[src/rtl/tinyml_issue_sequencer.sv]
// tinyml_issue_sequencer: fetches 16-bit instructions over a req/valid
// handshake and issues them one at a time, stalling for the fixed latency
// of multi-cycle ops (mac4, conv3x3) so only one instruction is in flight.
// Optional build macro: TINYML_SEQ_ILLEGAL_TRAP_EN -- reserved opcodes stop
// the sequencer and set a sticky illegal flag instead of issuing as NOPs.
module tinyml_issue_sequencer #(
    parameter int ADDR_W   = 8,
    parameter int MAC_LAT  = 4,
    parameter int CONV_LAT = 9
) (
    input  logic              clk,
    input  logic              rst_n,
    input  logic              start,
    input  logic              abort,
    input  logic [ADDR_W-1:0] start_addr,
    output logic              instr_req,
    output logic [ADDR_W-1:0] instr_addr,
    input  logic              instr_valid,
    input  logic [15:0]       instr_data,
    output logic              issue_valid,
    output logic [3:0]        issue_opcode,
    output logic [3:0]        issue_rd,
    output logic [3:0]        issue_rs1,
    output logic [3:0]        issue_rs2,
    output logic [7:0]        issue_imm8,
    output logic              busy,
    output logic              done,
    output logic              illegal,
    output logic [ADDR_W-1:0] pc,
    output logic [15:0]       retired
);

    localparam logic [3:0] OP_MAC  = 4'b1000;
    localparam logic [3:0] OP_HALT = 4'b1100;
    localparam logic [3:0] OP_CONV = 4'b1101;

    typedef enum logic [1:0] {
        S_IDLE,
        S_FETCH,
        S_ISSUE,
        S_WAIT
    } state_t;

    state_t      state;
    state_t      state_nxt;
    logic [15:0] instr_q;
    logic [3:0]  wait_cnt;
    logic [3:0]  lat_sel;
    logic        handshake;
    logic        is_halt;
    logic        trap;

    assign handshake = instr_req & instr_valid;
    assign is_halt   = (instr_data[15:12] == OP_HALT);

`ifdef TINYML_SEQ_ILLEGAL_TRAP_EN
    logic is_reserved;
    assign is_reserved = (instr_data[15:12] == 4'b0111) ||
                         (instr_data[15:12] == 4'b1001) ||
                         (instr_data[15:12] == 4'b1010) ||
                         (instr_data[15:12] == 4'b1011);
    assign trap = is_reserved;

    // Sticky trap flag: set by a reserved fetch, cleared by an accepted start
    always_ff @(posedge clk or negedge rst_n) begin
        if (!rst_n) begin
            illegal <= 1'b0;
        end else if (!abort) begin
            if (state == S_IDLE && start)
                illegal <= 1'b0;
            else if (state == S_FETCH && handshake && !is_halt && trap)
                illegal <= 1'b1;
        end
    end
`else
    assign trap    = 1'b0;
    assign illegal = 1'b0;
`endif

    // Execute latency of the latched instruction; single-cycle ops use 1
    always_comb begin
        lat_sel = 4'd1;
        case (instr_q[15:12])
            OP_MAC:  lat_sel = 4'(MAC_LAT);
            OP_CONV: lat_sel = 4'(CONV_LAT);
            default: lat_sel = 4'd1;
        endcase
    end

    // State register
    always_ff @(posedge clk or negedge rst_n) begin
        if (!rst_n) state <= S_IDLE;
        else        state <= state_nxt;
    end

    // Next-state and strobes; abort overrides everything and kills done/issue
    always_comb begin
        state_nxt   = state;
        instr_req   = 1'b0;
        issue_valid = 1'b0;
        done        = 1'b0;
        case (state)
            S_IDLE: begin
                if (start) state_nxt = S_FETCH;
            end
            S_FETCH: begin
                instr_req = 1'b1;
                if (handshake) begin
                    if (is_halt) begin
                        state_nxt = S_IDLE;
                        done      = 1'b1;
                    end else if (trap) begin
                        state_nxt = S_IDLE;
                    end else begin
                        state_nxt = S_ISSUE;
                    end
                end
            end
            S_ISSUE: begin
                issue_valid = 1'b1;
                state_nxt   = (lat_sel > 4'd1) ? S_WAIT : S_FETCH;
            end
            S_WAIT: begin
                if (wait_cnt <= 4'd1) state_nxt = S_FETCH;
            end
            default: state_nxt = S_IDLE;
        endcase
        if (abort) begin
            state_nxt   = S_IDLE;
            issue_valid = 1'b0;
            done        = 1'b0;
        end
    end

    // PC, retire count, instruction latch and stall counter; abort freezes all
    always_ff @(posedge clk or negedge rst_n) begin
        if (!rst_n) begin
            pc       <= '0;
            retired  <= '0;
            instr_q  <= '0;
            wait_cnt <= '0;
        end else if (!abort) begin
            case (state)
                S_IDLE: begin
                    if (start) begin
                        pc      <= start_addr;
                        retired <= '0;
                    end
                end
                S_FETCH: begin
                    // HALT and trapped opcodes leave the issue fields untouched
                    if (handshake && !is_halt && !trap) instr_q <= instr_data;
                end
                S_ISSUE: begin
                    retired  <= retired + 16'd1;
                    pc       <= pc + 1'b1;
                    wait_cnt <= lat_sel - 4'd1;
                end
                S_WAIT: begin
                    wait_cnt <= wait_cnt - 4'd1;
                end
                default: ;
            endcase
        end
    end

    assign instr_addr   = pc;
    assign busy         = (state != S_IDLE);
    assign issue_opcode = instr_q[15:12];
    assign issue_rd     = instr_q[11:8];
    assign issue_rs1    = instr_q[7:4];
    assign issue_rs2    = instr_q[3:0];
    assign issue_imm8   = instr_q[7:0];

endmodule
[config.mk]
export PLATFORM = sky130hd
export DESIGN_NAME = tinyml_issue_sequencer
export DESIGN_NICKNAME = d
export VERILOG_FILES = /design/src/rtl/tinyml_issue_sequencer.sv
export SDC_FILE = /design/constraint.sdc
export NUM_CORES = 1
export LEC_CHECK = 0
export CORE_UTILIZATION = 41
export CTS_CLUSTER_DIAMETER = 40
export DETAILED_ROUTE_END_ITERATION = 6
export PLACE_DENSITY = 0.76
export REMOVE_ABC_BUFFERS = 1
export SLEW_MARGIN = 10
export SYNTH_ARGS = -nofsm -noshare
export SYNTH_HDL_FRONTEND = slang
export SYNTH_SLANG_ARGS = --single-unit
[constraint.sdc]
create_clock -name clk -period 1.9 [get_ports clk]
set_input_delay 0.285 -clock clk [delete_from_list [all_inputs] [get_ports clk]]
set_output_delay 0.285 -clock clk [all_outputs]
set_load 0.02 [all_outputs]
## Word level (Yosys, flattened, before mapping)

Cells that the tools add are included.

| cells by class | value |
|---|---|
| reductions and logical operators | 10 |
| equality and inequality tests | 10 |
| bitwise logic cells | 2 |
| $add $sub $neg | 4 |
| order comparisons | 2 |
| muxes and demuxes | 20 |

Operators with widths:

| operator | count |
|---|---|
| $pmux W16 S2 | 1 |
| $add A16 B1 Y16 const B | 1 |
| $mux W16 | 1 |
| $pmux W4 S2 | 2 |
| $pmux W8 S2 | 1 |
| $eq A4 B4 Y1 const B | 3 |
| $mux W2 | 6 |
| $ne A3 B3 Y1 const B | 3 |
| $reduce_and A3 Y1 | 3 |
| $add A8 B1 Y8 const B | 1 |
| $mux W8 | 1 |
| $pmux W2 S4 | 1 |
| $sub A4 B1 Y4 const B | 2 |
| $mux W1 | 7 |
| $reduce_bool A2 Y1 | 3 |
| $eq A2 B2 Y1 const B | 2 |
| $gt A4 B1 Y1 const B | 1 |
| $le A4 B1 Y1 const B | 1 |
| $eq A2 B1 Y1 const B | 1 |
| $logic_not A2 Y1 | 1 |
| $ne A2 B2 Y1 const B | 1 |
| $reduce_and A2 Y1 | 1 |
| $and A1 B1 Y1 | 1 |
| $logic_and A1 B1 Y1 | 1 |
| 2 further kinds | 2 |

| word-level totals | value |
|---|---|
| logic and storage cells | 53 |
| output and inout bits | 61 |
| input port bits | 29 |
| flip-flop bits (word level) | 46 |

## Longest topological paths before layout

Gate-level depths: netlist of the first run.

| logic depth | value |
|---|---|
| depth after elaboration | 6 |
| mapped depth | 8 |
| gate-level depth less buffers | 6 |

## Worst setup path after synthesis of the first run

Ideal clock, no wire load.

| path | value |
|---|---|
| path kind | flip-flop to flip-flop |
| from | reg state[1] |
| to | reg instr_q[10] |
| cell stages (with the launch flop) | 8 |
| setup time | 0.125 ns |
| arrival time | 1.894 ns |
| buffers on the path | 2 |
| path slack | -0.119 ns |
| data required time | 1.775 ns |
| cell sequence | dfrtp_1 inv_1 ha_1 nand3b_1 nor2b_1 clkbuf_1 buf_2 mux2_2 |

| on the way | value |
|---|---|
| cells in the longest elaborated chain, start to end | 5 |

Ends and longest elaborated chain:

| element | RTL line | text |
|---|---|---|
| start: declaration | 44 | `state_t state;` |
| start signal: assignment | 93 | `else state <= state_nxt;` |
| $eq A2 B1 Y1 | 102 | `case (state)` |
| $mux W1 | 102 |  |
| named net instr_req | 16 | `output logic instr_req,` |
| $and A1 B1 Y1 | 53 | `assign handshake = instr_req & instr_valid;` |
| $logic_and A1 B1 Y1 | 152 | `if (handshake && !is_halt && !trap) instr_q <= instr_data;` |
| $reduce_and A3 Y1 (no source line) | n/a |  |
| end signal: assignment | 152 |  |
| end: declaration | 46 | `logic [15:0] instr_q;` |

The timed path passes the listed nets, and every way through them passes these cells.
A chain may end at the register's enable or synchronous reset.

## Final worst setup path of the first run

| path | value |
|---|---|
| from | reg state[1] |
| to | reg pc[6] (netlist: instr_addr[6]) |

| on the way | value |
|---|---|
| cells in the longest elaborated chain, start to end | 3 |
| elaborated cells between the ends (all ways) | 6 |
| those cells by class | eq/ne (2); mux (1); reduce/logical (3) |

Ends and longest elaborated chain:

| element | RTL line | text |
|---|---|---|
| $eq A2 B2 Y1 or $logic_not A2 Y1 (tied branches) | 143 | `case (state)` |
| $reduce_bool A2 Y1 (no source line) or $ne A2 B2 Y1 (tied branches) | n/a |  |
| $reduce_and A3 Y1 (no source line) | n/a |  |
| end signal: assignment | 146 | `pc <= start_addr;` |
| end signal: assignment | 156 | `pc <= pc + 1'b1;` |
| end: declaration | 29 | `output logic [ADDR_W-1:0] pc,` |

Several ways; a longest one is shown, not always the timed one.

==> results.py, run 1 <==
metrics = {
    "sta": {
        "rsz0062_at_grt": "yes",
        "worst-slew-pin-transition_ns": 0.6850,
        "finalSetupViolCount": 0,
        "fin_crit_sh_pct": 96.69,
        "finalHoldViolations": 0,
        "slew_viol_final": 0,
        "final.min_clock_period_ns": 1.837,
        "max_freq_mhz": 544.3,
        "finalClockSkew_ns": 0.007486,
        "holdWs_ns": 0.06954,
        "worst_slew_margin_rel_pct": 53.69,
    },
    "placed_design": {
        "portBuffers": 88,
        "dpl.hpwl_mm": 4.868,
        "placed_cell_area_um2": 3608,
        "gp_congestion": 0.7962,
        "dp_cells": 427,
    },
    "logic_synthesis": {
        "ys_warn_count": 0,
        "ys_async_sr_fraction_pct": 100.0,
        "yosysTopAreaCell": "dfrtp_1",
        "synth-seq-cells": 46,
        "synth_top_area_share_pct": 44.27,
        "synth_edf_count": 0,
        "synth_cell_types": 50,
        "synth_area_leaders": "dfrtp_1 (44%), mux2_2 (5.6%), buf_4 (4.9%), ha_1 (3.8%), nand2_1 (3.8%)",
        "ys_seq_area_share_pct": 44.27,
        "synth_area_um2": 2600,
        "synth_flop_cell": "dfrtp_1",
        "synth_cells": 265,
        "syn_avg_cell_area_um2": 9.811,
    },
    "floorplan": {
        "die_x_um": 81.64,
        "die_h_um": 81.64,
        "coreArea_um2": 6026,
        "die_area_um2": 6664,
        "start_util_pct": 43.15,
        "pin_count": 90,
        "rows": 28,
    },
    "layout": {
        "syn2layout_area_growth_pct": 43.94,
        "layout_commonest_cell": "clkdlybuf4s50_1",
        "fin_area_um2": 3742,
        "final_util_pct": 62.11,
        "diodes": 0,
        "instances_no_fill": 436,
        "final_cell_mix": "clkdlybuf4s50_1 (83), dfrtp_1 (46), nand2_1 (26)",
        "drive_gt1_share_pct": 17.17,
        "layout.nets": 397,
    },
    "critical_path": {
        "timing.rr.start": "state[1]$_DFFE_PN0P_",
        "rrSetupSlack_ns": 0.06,
        "crit_path_max_fanout": 11,
        "arrival_ns": 2.02,
        "r2r_end": "instr_addr[6]$_DFFE_PN0P_",
        "r2r_cells": 7,
        "critical_path_required_ns": 2.08,
        "endpoint_kind": "flip-flop",
        "critPathKind": "flip-flop to flip-flop",
        "cp-start-kind": "flip-flop",
    },
    "power_and_ir_drop": {
        "p_leak_uw": 0.001621,
        "power_density_nw_per_um2": 1019,
        "worst_ir_drop_vdd_uv": 759.7,
        "finalPower_uw": 3812,
    },
    "global_route": {
        "antenna_found_initial": 0,
        "grt.overflow.total": 0,
        "grt_pass1_vias": 2206,
        "grt_max_degree": 47,
        "grtUsageTotal_pct": 20.77,
        "grt_pass1_wl_mm": 10.47,
    },
    "clocking": {
        "htree_num_levels": 2,
        "clock_path_buffers": 2,
        "holdBufCountCts": 0,
        "clock_sinks": 46,
        "clk_latency_ns": 0.30,
        "clkTransAtPathRegs_ns": 0.09,
        "root_buffer": "clkbuf_8",
        "cts_tree": "done",
        "cts_buffers": 5,
    },
    "routing": {
        "drc": 0,
        "firstDrtPassIters": 5,
        "avgViaCountPerCell": 5.413,
        "wl_per_cell_um": 15.13,
        "drt_iter0_markers": 136,
        "ant_nets": 0,
        "num_vias": 2360,
        "routed_wl_mm": 6.597,
    },
    "run_status": {
        "status": "finished clean",
    },
    "hold_path": {
        "hold_path_class": "primary input to async pin",
    },
    "run": {
        "max_cap_violations": 0,
    },
}
kinds of logic after synthesis:
kind of cell	Yosys count	share of synthesized area [%]
simple gates	97	19.97
compound gates	56	14.97
flops	46	44.27
buf+inv	35	7.651
mux	20	8.470
fa+ha+maj	8	3.850
xor+xnor	2	0.6738
other cells	1	0.1442
metrics by stage:
step                      TNS (ns)  worst slack, ns
after floorplan             -5.502          -0.3061
after global placement    -0.05370         -0.03312
after detailed placement   -0.3031          -0.1105
after CTS                 -0.03426         -0.02426
after global routing      -0.07914         -0.04511
final                            0          0.06287
Yosys cell counts (all sizes together), types with 2 or more instances:
| master | count |
|---|---|
| a41o | 3 |
| a31oi | 3 |
| nand4bb | 2 |
| nor4 | 3 |
| o31ai | 4 |
| a21oi | 13 |
| o211ai | 2 |
| and3 | 5 |
| o22a | 2 |
| o211a | 3 |
| nor2b | 3 |
| o21ai | 11 |
| nand2 | 26 |
| a211oi | 2 |
| nand2b | 6 |
| nand4 | 4 |
| mux2 | 13 |
| a22o | 3 |
| dfrtp | 46 |
| inv | 8 |
| nor3 | 8 |
| nor2 | 22 |
| xnor2 | 2 |
| clkbuf | 7 |
| and4 | 4 |
| nand3b | 2 |
| ha | 8 |
| nand3 | 6 |
| buf | 20 |
| a31o | 4 |
| mux2i | 7 |
where the power goes:
part | internal [uW] | switching, uW | total, uW | leakage (uW)
Clock | 393 | 348 | 741 | 0.0000514
Sequential | 1180 | 246 | 1430 | 0.000577
Combinational | 846 | 798 | 1640 | 0.000992
layout make-up:
type / instances / area [um2]
Inverter: 8 / 30.03
Sequential cell: 46 / 1151
Fill cell: 526 / 2283
Clock inverter: 2 / 37.54
Multi-Input combinational cell: 184 / 1271
Tap cell: 75 / 93.84
Clock buffer: 6 / 72.57
Timing Repair Buffer: 115 / 1086
registers in the layout, indices dropped and copies added (netlist names):
name / count
state: 2
instr_q: 16
retired: 16
wait_cnt: 4
instr_addr: 8
worst max-delay path by stage:
stage | from | to | slack (ns) | depth (start not counted)
floorplan | state[1]$_DFFE_PN0P_ | instr_q[0]$_DFFE_PN0P_ | -0.31 | 5
global placement | abort | done | -0.03 | 4
detailed placement | abort | instr_addr[1]$_DFFE_PN0P_ | -0.11 | 6
CTS | state[1]$_DFFE_PN0P_ | retired[10]$_DFFE_PN0P_ | -0.02 | 8
global route | state[1]$_DFFE_PN0P_ | instr_addr[6]$_DFFE_PN0P_ | -0.05 | 7
finish | state[1]$_DFFE_PN0P_ | instr_addr[6]$_DFFE_PN0P_ | 0.06 | 7
layer usage:
| metal | track usage, % | vias to the layer above | wire length, um |
|---|---|---|---|
| met5 | 0 | - | 0 |
| met4 | 5.789 | 0 | 63 |
| met3 | 4.556 | 6 | 341 |
| met2 | 34.83 | 70 | 3288 |
| met1 | 26.93 | 1153 | 2904 |
| li1 | - | 1131 | - |
worst max-delay path: stages, from the launching register on:
cell and delay, ns:
dfrtp_1 0.41, inv_1 0.10, ha_2 0.22, mux2i_4 0.36
or2_1 0.16, buf_4 0.18, mux2i_1 0.20, a211oi_1 0.09
repair_timing:
item                                    4_1_cts  5_1_grt
pin swaps                                     0        2
endpoints found under the setup margin        7       19
gates resized for setup                       6        9
setup buffers                                 0        1
gates cloned                                  0        0
Power figures use the tool's default switching activity.
==> inputs of run 2 (changes only) <==
CTS_CLUSTER_SIZE = 25   (was unset)
==> results of run 2 <==
No change in the layout: final DEF, timing and power equal those of run 1.
